===== config.mk =====
export PLATFORM = sky130hd
export DESIGN_NAME = pwm_capture_flat
export DESIGN_NICKNAME = d
export VERILOG_FILES = /design/src/rtl/pwm_pkg.sv /design/src/rtl/pwm_capture_if.sv /design/src/rtl/pwm_in_sync.sv /design/src/rtl/pwm_capture.sv /design/src/flat_wrapper.sv
export SDC_FILE = /design/constraint.sdc
export NUM_CORES = 1
export LEC_CHECK = 0
export CAP_MARGIN = 20
export CORE_MARGIN = 2
export CORE_UTILIZATION = 50
export CTS_CLUSTER_SIZE = 16
export DETAILED_ROUTE_END_ITERATION = 12
export DONT_BUFFER_PORTS = 1
export GPL_TIMING_DRIVEN = 1
export PLACE_DENSITY = 0.68
export REMOVE_ABC_BUFFERS = 1
export SETUP_SLACK_MARGIN = 0.4
export SYNTH_ARGS = -nofsm -noshare
export SYNTH_HDL_FRONTEND = slang
export SYNTH_SLANG_ARGS = --single-unit

===== constraint.sdc =====
create_clock -name clk -period 4.5 [get_ports clk]
set_input_delay 0.225 -clock clk [delete_from_list [all_inputs] [get_ports clk]]
set_output_delay 0.225 -clock clk [all_outputs]
set_load 0.02 [all_outputs]

===== src/rtl/pwm_pkg.sv =====
// pwm_pkg: shared timer-subsystem constants and capture FSM state encoding
package pwm_pkg;
  localparam int CNT_W_DEF = 16;
  localparam int SYNC_STAGES_DEF = 2;
  typedef enum logic [2:0] {IDLE, WAIT_LOW, WAIT_RISE, HIGH, LOW} cap_state_t;
endpackage


===== src/rtl/pwm_capture_if.sv =====
// pwm_capture_if: configuration, PWM input and measurement results of the capture block
interface pwm_capture_if import pwm_pkg::*; #(
  parameter int CNT_W = CNT_W_DEF
);
  logic cap_en;
  logic polarity;
  logic pwm_in;
  logic [CNT_W-1:0] timeout;
  logic [CNT_W-1:0] period_out;
  logic [CNT_W-1:0] high_out;
  logic cap_valid;
  logic cap_ovf;
  logic sig_lost;
  logic busy;
  modport master (
    output cap_en, polarity, pwm_in, timeout,
    input period_out, high_out, cap_valid, cap_ovf, sig_lost, busy
  );
  modport slave (
    input cap_en, polarity, pwm_in, timeout,
    output period_out, high_out, cap_valid, cap_ovf, sig_lost, busy
  );
endinterface


===== src/rtl/pwm_in_sync.sv =====
// pwm_in_sync: synchronises pwm_in, applies polarity and detects rise/fall of the active level
module pwm_in_sync import pwm_pkg::*; #(
  parameter int SYNC_STAGES = SYNC_STAGES_DEF
) (
  input  logic clk,
  input  logic rst_n,
  input  logic pwm_in,
  input  logic polarity,
  output logic s,
  output logic rise,
  output logic fall
);
  logic [SYNC_STAGES-1:0] sync;
  logic s_d;
  // s is registered after the XOR so a transition reaches its detection cycle SYNC_STAGES+1 clocks later
  always_ff @(posedge clk or negedge rst_n)
    if (!rst_n) begin
      sync <= '0;
      s <= 1'b0;
      s_d <= 1'b0;
    end else begin
      sync <= {sync[SYNC_STAGES-2:0], pwm_in};
      s <= sync[SYNC_STAGES-1] ^ polarity;
      s_d <= s;
    end
  assign rise = s & ~s_d;
  assign fall = ~s & s_d;
endmodule


===== src/rtl/pwm_capture.sv =====
// pwm_capture: measures period and active-phase width of an external PWM input in clk cycles
module pwm_capture import pwm_pkg::*; #(
  parameter int CNT_W = CNT_W_DEF,
  parameter int SYNC_STAGES = SYNC_STAGES_DEF
) (
  input logic clk,
  input logic rst_n,
  pwm_capture_if.slave bus
);
  localparam logic [CNT_W-1:0] CNT_MAX = '1;
  localparam logic [CNT_W-1:0] CNT_ONE = CNT_W'(1);
  cap_state_t state;
  logic s, rise, fall, ovf, tmo;
  logic [CNT_W-1:0] cnt, high_cap;
  pwm_in_sync #(.SYNC_STAGES(SYNC_STAGES)) u_sync (
    .clk(clk),
    .rst_n(rst_n),
    .pwm_in(bus.pwm_in),
    .polarity(bus.polarity),
    .s(s),
    .rise(rise),
    .fall(fall)
  );
  assign tmo = (bus.timeout != '0) && (cnt == bus.timeout);
  // cnt restarts on every rise so it reads the elapsed time since the opening edge in HIGH and LOW
  always_ff @(posedge clk or negedge rst_n)
    if (!rst_n) begin
      state <= IDLE;
      cnt <= '0;
      ovf <= 1'b0;
      high_cap <= '0;
      bus.period_out <= '0;
      bus.high_out <= '0;
      bus.cap_valid <= 1'b0;
      bus.cap_ovf <= 1'b0;
      bus.sig_lost <= 1'b0;
      bus.busy <= 1'b0;
    end else if (!bus.cap_en) begin
      state <= IDLE;
      cnt <= '0;
      bus.cap_valid <= 1'b0;
      bus.sig_lost <= 1'b0;
      bus.busy <= 1'b0;
    end else begin
      bus.cap_valid <= 1'b0;
      bus.busy <= 1'b1;
      cnt <= rise ? CNT_ONE : (cnt == CNT_MAX ? cnt : cnt + CNT_ONE);
      ovf <= rise ? 1'b0 : (ovf | (cnt == CNT_MAX));
      case (state)
        IDLE: state <= WAIT_LOW;
        WAIT_LOW: state <= s ? WAIT_LOW : WAIT_RISE;
        WAIT_RISE: state <= rise ? HIGH : WAIT_RISE;
        HIGH:
          if (fall) begin
            state <= LOW;
            high_cap <= cnt;
          end else if (tmo) begin
            state <= WAIT_LOW;
            bus.sig_lost <= 1'b1;
          end
        LOW:
          if (rise) begin
            state <= HIGH;
            bus.period_out <= cnt;
            bus.high_out <= high_cap;
            bus.cap_ovf <= ovf;
            bus.cap_valid <= 1'b1;
            bus.sig_lost <= 1'b0;
          end else if (tmo) begin
            state <= WAIT_LOW;
            bus.sig_lost <= 1'b1;
          end
        default: state <= IDLE;
      endcase
    end
endmodule


===== src/flat_wrapper.sv =====
// flat-port wrapper written by rule: the top's interface ports become plain ports
module pwm_capture_flat import pwm_pkg::*;
#(
  parameter int CNT_W = CNT_W_DEF,
  parameter int SYNC_STAGES = SYNC_STAGES_DEF
)
  (clk, rst_n, bus_cap_en, bus_polarity, bus_pwm_in, bus_timeout, bus_period_out, bus_high_out, bus_cap_valid, bus_cap_ovf, bus_sig_lost, bus_busy);
  pwm_capture_if #(.CNT_W(CNT_W)) bus_i ();
  input logic clk;
  input logic rst_n;
  input wire logic [$bits(bus_i.cap_en)-1:0] bus_cap_en;
  input wire logic [$bits(bus_i.polarity)-1:0] bus_polarity;
  input wire logic [$bits(bus_i.pwm_in)-1:0] bus_pwm_in;
  input wire logic [$bits(bus_i.timeout)-1:0] bus_timeout;
  output wire logic [$bits(bus_i.period_out)-1:0] bus_period_out;
  output wire logic [$bits(bus_i.high_out)-1:0] bus_high_out;
  output wire logic [$bits(bus_i.cap_valid)-1:0] bus_cap_valid;
  output wire logic [$bits(bus_i.cap_ovf)-1:0] bus_cap_ovf;
  output wire logic [$bits(bus_i.sig_lost)-1:0] bus_sig_lost;
  output wire logic [$bits(bus_i.busy)-1:0] bus_busy;
  assign bus_i.cap_en = bus_cap_en;
  assign bus_i.polarity = bus_polarity;
  assign bus_i.pwm_in = bus_pwm_in;
  assign bus_i.timeout = bus_timeout;
  assign bus_period_out = bus_i.period_out;
  assign bus_high_out = bus_i.high_out;
  assign bus_cap_valid = bus_i.cap_valid;
  assign bus_cap_ovf = bus_i.cap_ovf;
  assign bus_sig_lost = bus_i.sig_lost;
  assign bus_busy = bus_i.busy;
  pwm_capture #(.CNT_W(CNT_W), .SYNC_STAGES(SYNC_STAGES)) u_core (.clk(clk), .rst_n(rst_n), .bus(bus_i));
endmodule

# Word level (Yosys, flattened, before mapping)
# Index checks and enable logic that the tools add are counted.
# word_totals
regBits	76
in_bits	21
out_inout_bits	36
elab_cells	55
# classes
add_sub_neg	1
n_eq_ne	9
muxes	20
bitwise	6
n_reduce_logical	6
# op_table
op	n
16-bit 2-to-1 mux	3
16-bit by 1-bit adder with 16-bit output (second input constant)	1
16-bit == test	1
16-bit == test (second input constant)	1
16-bit nonzero test	1
3-bit case mux with 5 select lines	1
3-bit 2-to-1 mux	4
1-bit 2-to-1 mux	10
3-bit by 2-bit == test with 1-bit output (second input constant)	2
3-bit AND reduction	2
3-bit by 1-bit == test with 1-bit output (second input constant)	1
3-bit == test (second input constant)	1
3-bit zero test	1
3-bit by 1-bit != test with 1-bit output (second input constant)	1
3-bit by 2-bit != test with 1-bit output (second input constant)	1
3-bit != test (second input constant)	1
1-bit AND	2
2-bit 2-to-1 mux	1
1-bit NOT	2
1-bit case mux with 2 select lines	1
2-bit AND reduction	1
1-bit logical AND	1
1-bit bitwise OR	1
1-bit bitwise XOR	1

# Longest topological paths before layout
# logic_depth
ltp_word	6
mapped_depth	6
mapped_depth_nobuf	5

# Hierarchy
# A second synthesis with hierarchy kept.
# hier_totals
hier_cells	271
hier_area_um2	3523.4
# modules_own_cells
mod	n_inst	cells_per_inst	area_per_inst_um2	seq_area_each_um2
pwm_capture	1	264	3399.5	1801.7
pwm_in_sync	1	7	123.9	100.1

# Worst setup path before layout
# Ideal clock, no wire load.
# synth_path
path_kind	flip-flop to flip-flop
startpoint	register u_core.state[1]
endpoint	register u_core.bus.high_out[15]
setup_time_ns	0.125
arrival_time_ns	1.841
t_required_ns	4.375
slack_ns	2.534
path_stages_with_launch	7
path_buffers	3
synth_period_minus_slack_ns	1.966
cell_sequence	dfrtp_1 buf_6 or3b_1 clkbuf_1 nor3_4 buf_6 mux2_2
# synth_via
elab_chain_len	2
# synth_rtl
element	line_no	text
start: declaration	pwm_capture.sv:12	cap_state_t state;
start signal: assignment	pwm_capture.sv:51	WAIT_LOW: state <= s ? WAIT_LOW : WAIT_RISE;
start signal: assignment	pwm_capture.sv:52	WAIT_RISE: state <= rise ? HIGH : WAIT_RISE;
3-bit == test	pwm_capture.sv:49	case (state)
3-bit AND reduction (no source line)	n/a	
end signal: assignment	pwm_capture.sv:65	bus.high_out <= high_cap;
end: declaration	pwm_capture_if.sv:21	output period_out, high_out, cap_valid, cap_ovf, sig_lost, busy
# No other way between the ends.
# A chain may end at the register's enable or synchronous reset.

# Worst setup path in the final report
# layout_path
startpoint	register u_core.state[1]
endpoint	register u_core.bus.high_out[0]
# Same word-level chain as after synthesis.

==> metrics.cfg <==
[detailed_routing]
wl_per_cell_um=19.2
routed_wl_um=7410
wl_met2_um=3550
highest_layer=met4
wl_met3_um=417
vias=2317
drtPass1Iterations=5
wl_met1_um=3310
vias_per_cell=6.00
antenna_left=0
drtIter0Drc=136
drc=0

[yosys]
synthArstFlopShare_pct=100
syn_area_per_cell_um2=12.1
post_synth_num_cell_types=49
synth-edff-count=0
yosys_most_used_dff=dfrtp_1
ys_seq_area_share_pct=54.3
synthCells=289
synth_seq_cells=76
ys_warn_count=0
synth_area_mm2=0.00350

[die]
core_mm2=0.00679
dieArea_mm2=0.00768
die_h_um=87.7
rows=30
die_x_um=87.7
initial_core_util_pct=51.5
io_pins=57

[placement]
post-place-ws_ns=2.12
place_area_mm2=0.00352
io_buffer_count=0
dp_hpwl_um=4920
place.gp.congestion=0.869

[global_route]
grt_max_degree=77
grt_pass1_wl_um=12100
antenna_found_initial=0
track_usage_pct=21.0
gr-total-overflow=0
grt_pass1_vias=2314

[clocking]
clockBufferDepth=2
cts_made_buffers=9
cts_root_buffer=clkbuf_8
htree_levels=3
cts_resized=0
clock_sink_count=76
post_cts_buffers=0
cts.clk_slew.worst_paths_ns=0.07
cts_hold_buf=5
cts_tree=done
clk_latency_ns=0.35

[timing]
layout_setup_ws_ns=2.13
fin_crit_sh_pct=52.8
min_period_ns=2.37
drv_slew=0
finalHoldViolations=0
skew_ns=0.00447
holdWs_ns=0.0168
fmax_ghz=0.421
tightestPinTransition_ns=0.958
setup_viol=0
rsz0062_at_grt=false
setup-tns-final_ns=0
max_slew_margin_pct=35.8

[worst_setup_path]
slowest_stage=or3b_1
path_max_fanout=26
cp-start-kind=flop
slowest_delay_ns=0.53
crit_family=simple AND/OR/NAND/NOR gates
crit_type=reg -> reg
path_cells=or3b_1 > nor3_4 > buf_4 > mux2_2
cp.depth=4
arrival_ns=2.61
endpoint_kind=flop
worstPathRequired_ns=4.74
rr_worst_depth=4
path_buf_inv=1

[layout]
fill_cells=577
area_growth_pct=8.19
final_core_util_pct=55.7
antennaDiodeCount=0
layout-drive-gt1-share_pct=23.4
fin_area_mm2=0.00379
final_common_cell=dfrtp_1
mostFrequentLayoutCells=dfrtp_1 (76), mux2_2 (47), nand2_1 (14)
final_nets=308

[worst_hold_path]
min_path_type=in -> reg
hold_depth=1

[flow_run]
drv_cap=0

[power_and_ir_drop]
power.leakage_nw=1.71
power_density_mw_per_mm2=347
ir_worst_vdd_v=0.000218

[run_status]
status=finished clean

==> cell usage after synthesis, types with 2 or more instances <==
master    number  area share (%)
nand2_1       14             1.5
dfrtp_1       76              54
nor4_1         8             1.4
nor2b_1        4            0.71
buf_6          4             1.3
a21oi_1       11             1.6
o21ai_0       11             1.6
xor2_1         9             2.3
a2111o_1       2            0.64
or3_1          4            0.71
o31ai_1        4            0.86
clkbuf_1      13             1.4
a211oi_1       2            0.43
nand3_1        9             1.3
mux2i_1        2            0.57
nor3_1         2            0.29
a31oi_1        5            0.89
o311a_1        2            0.57
mux2_1         2            0.64
and3_1         3            0.54
mux2_2        47              15
inv_1          7            0.75
o311ai_0       2            0.50
o22ai_1        2            0.36
nor2_1         3            0.32
buf_2          3            0.43
xnor2_1        8             2.0
nand4_1        8             1.4
and4_1         2            0.50
==> state kept, by name, indices dropped and copies added, names as in the netlist <==
signal and count:
u_core.bus.cap_valid 1, u_core.u_sync.s 1, u_core.state 3, u_core.bus.cap_ovf 1
u_core.high_cap 16, u_core.u_sync.sync 2, u_core.cnt 16, u_core.ovf 1
u_core.bus.period_out 16, u_core.bus.busy 1, u_core.u_sync.s_d 1, u_core.bus.high_out 16
u_core.bus.sig_lost 1
==> final cells by class <==
class / instances / area [um^2] / area share, %
Clock buffer: 11 / 151 / 4.00
Clock inverter: 4 / 48.8 / 1.29
Inverter: 7 / 26.3 / 0.694
Multi-Input combinational cell: 186 / 1460 / 38.6
Sequential cell: 76 / 1900 / 50.2
Tap cell: 96 / 120 / 3.17
Timing Repair Buffer: 6 / 75.1 / 1.98
==> logic make-up after synthesis <==
group           share of synthesized area [%]
simple gates                             11.0
buf+inv                                  3.86
fa+ha+maj                               0.357
xor+xnor                                 4.25
compound gates                           9.87
mux                                      16.3
flops                                    54.3
==> path summary, 6_finish.rpt <==
check / start / endpoint / slack [ns]
worst max-delay path: u_core.state[1]$_DFF_PN0_ / u_core.bus.high_out[0]$_DFFE_PN0P_ / 2.13
worst min-delay path: bus_cap_en / u_core.state[1]$_DFF_PN0_ / 0.02
worst max register to register: u_core.state[1]$_DFF_PN0_ / u_core.bus.high_out[0]$_DFFE_PN0P_ / 2.13
worst min register to register: u_core.u_sync.sync[0]$_DFF_PN0_ / u_core.u_sync.sync[1]$_DFF_PN0_ / 0.35
max in group asynchronous: rst_n / u_core.state[0]$_DFF_PN0_ / 3.78
min in group asynchronous: rst_n / u_core.bus.high_out[15]$_DFFE_PN0P_ / 0.42
==> report_power, final <==
group          internal [mW]  total, mW  switching (mW)
clock                  0.282      0.527           0.245
sequential             0.694      0.713          0.0188
combinational         0.0308     0.0746          0.0438
==> metrics by stage <==
step | power, mW | cells
after global placement | 0.780 | 366
after floorplan | 0.765 | 269
final | 1.31 | 386
after CTS | 1.32 | 386
after detailed placement | 0.781 | 366
after global routing | 1.37 | 386
==> worst reg2reg max path: stages, from the launching register on <==
cell and delay (ns):
dfrtp_1 0.47, or3b_1 0.53, nor3_4 0.46, buf_4 0.40, mux2_2 0.40
==> routing by layer <==
metal  global-route usage (%)  vias to the layer above
li1                         -                     1055
met1                     28.2                     1182
met2                     32.2                       69
met3                     5.18                       11
met4                     9.65                        0
met5                        0                        -
Power figures use the tool's default switching activity.
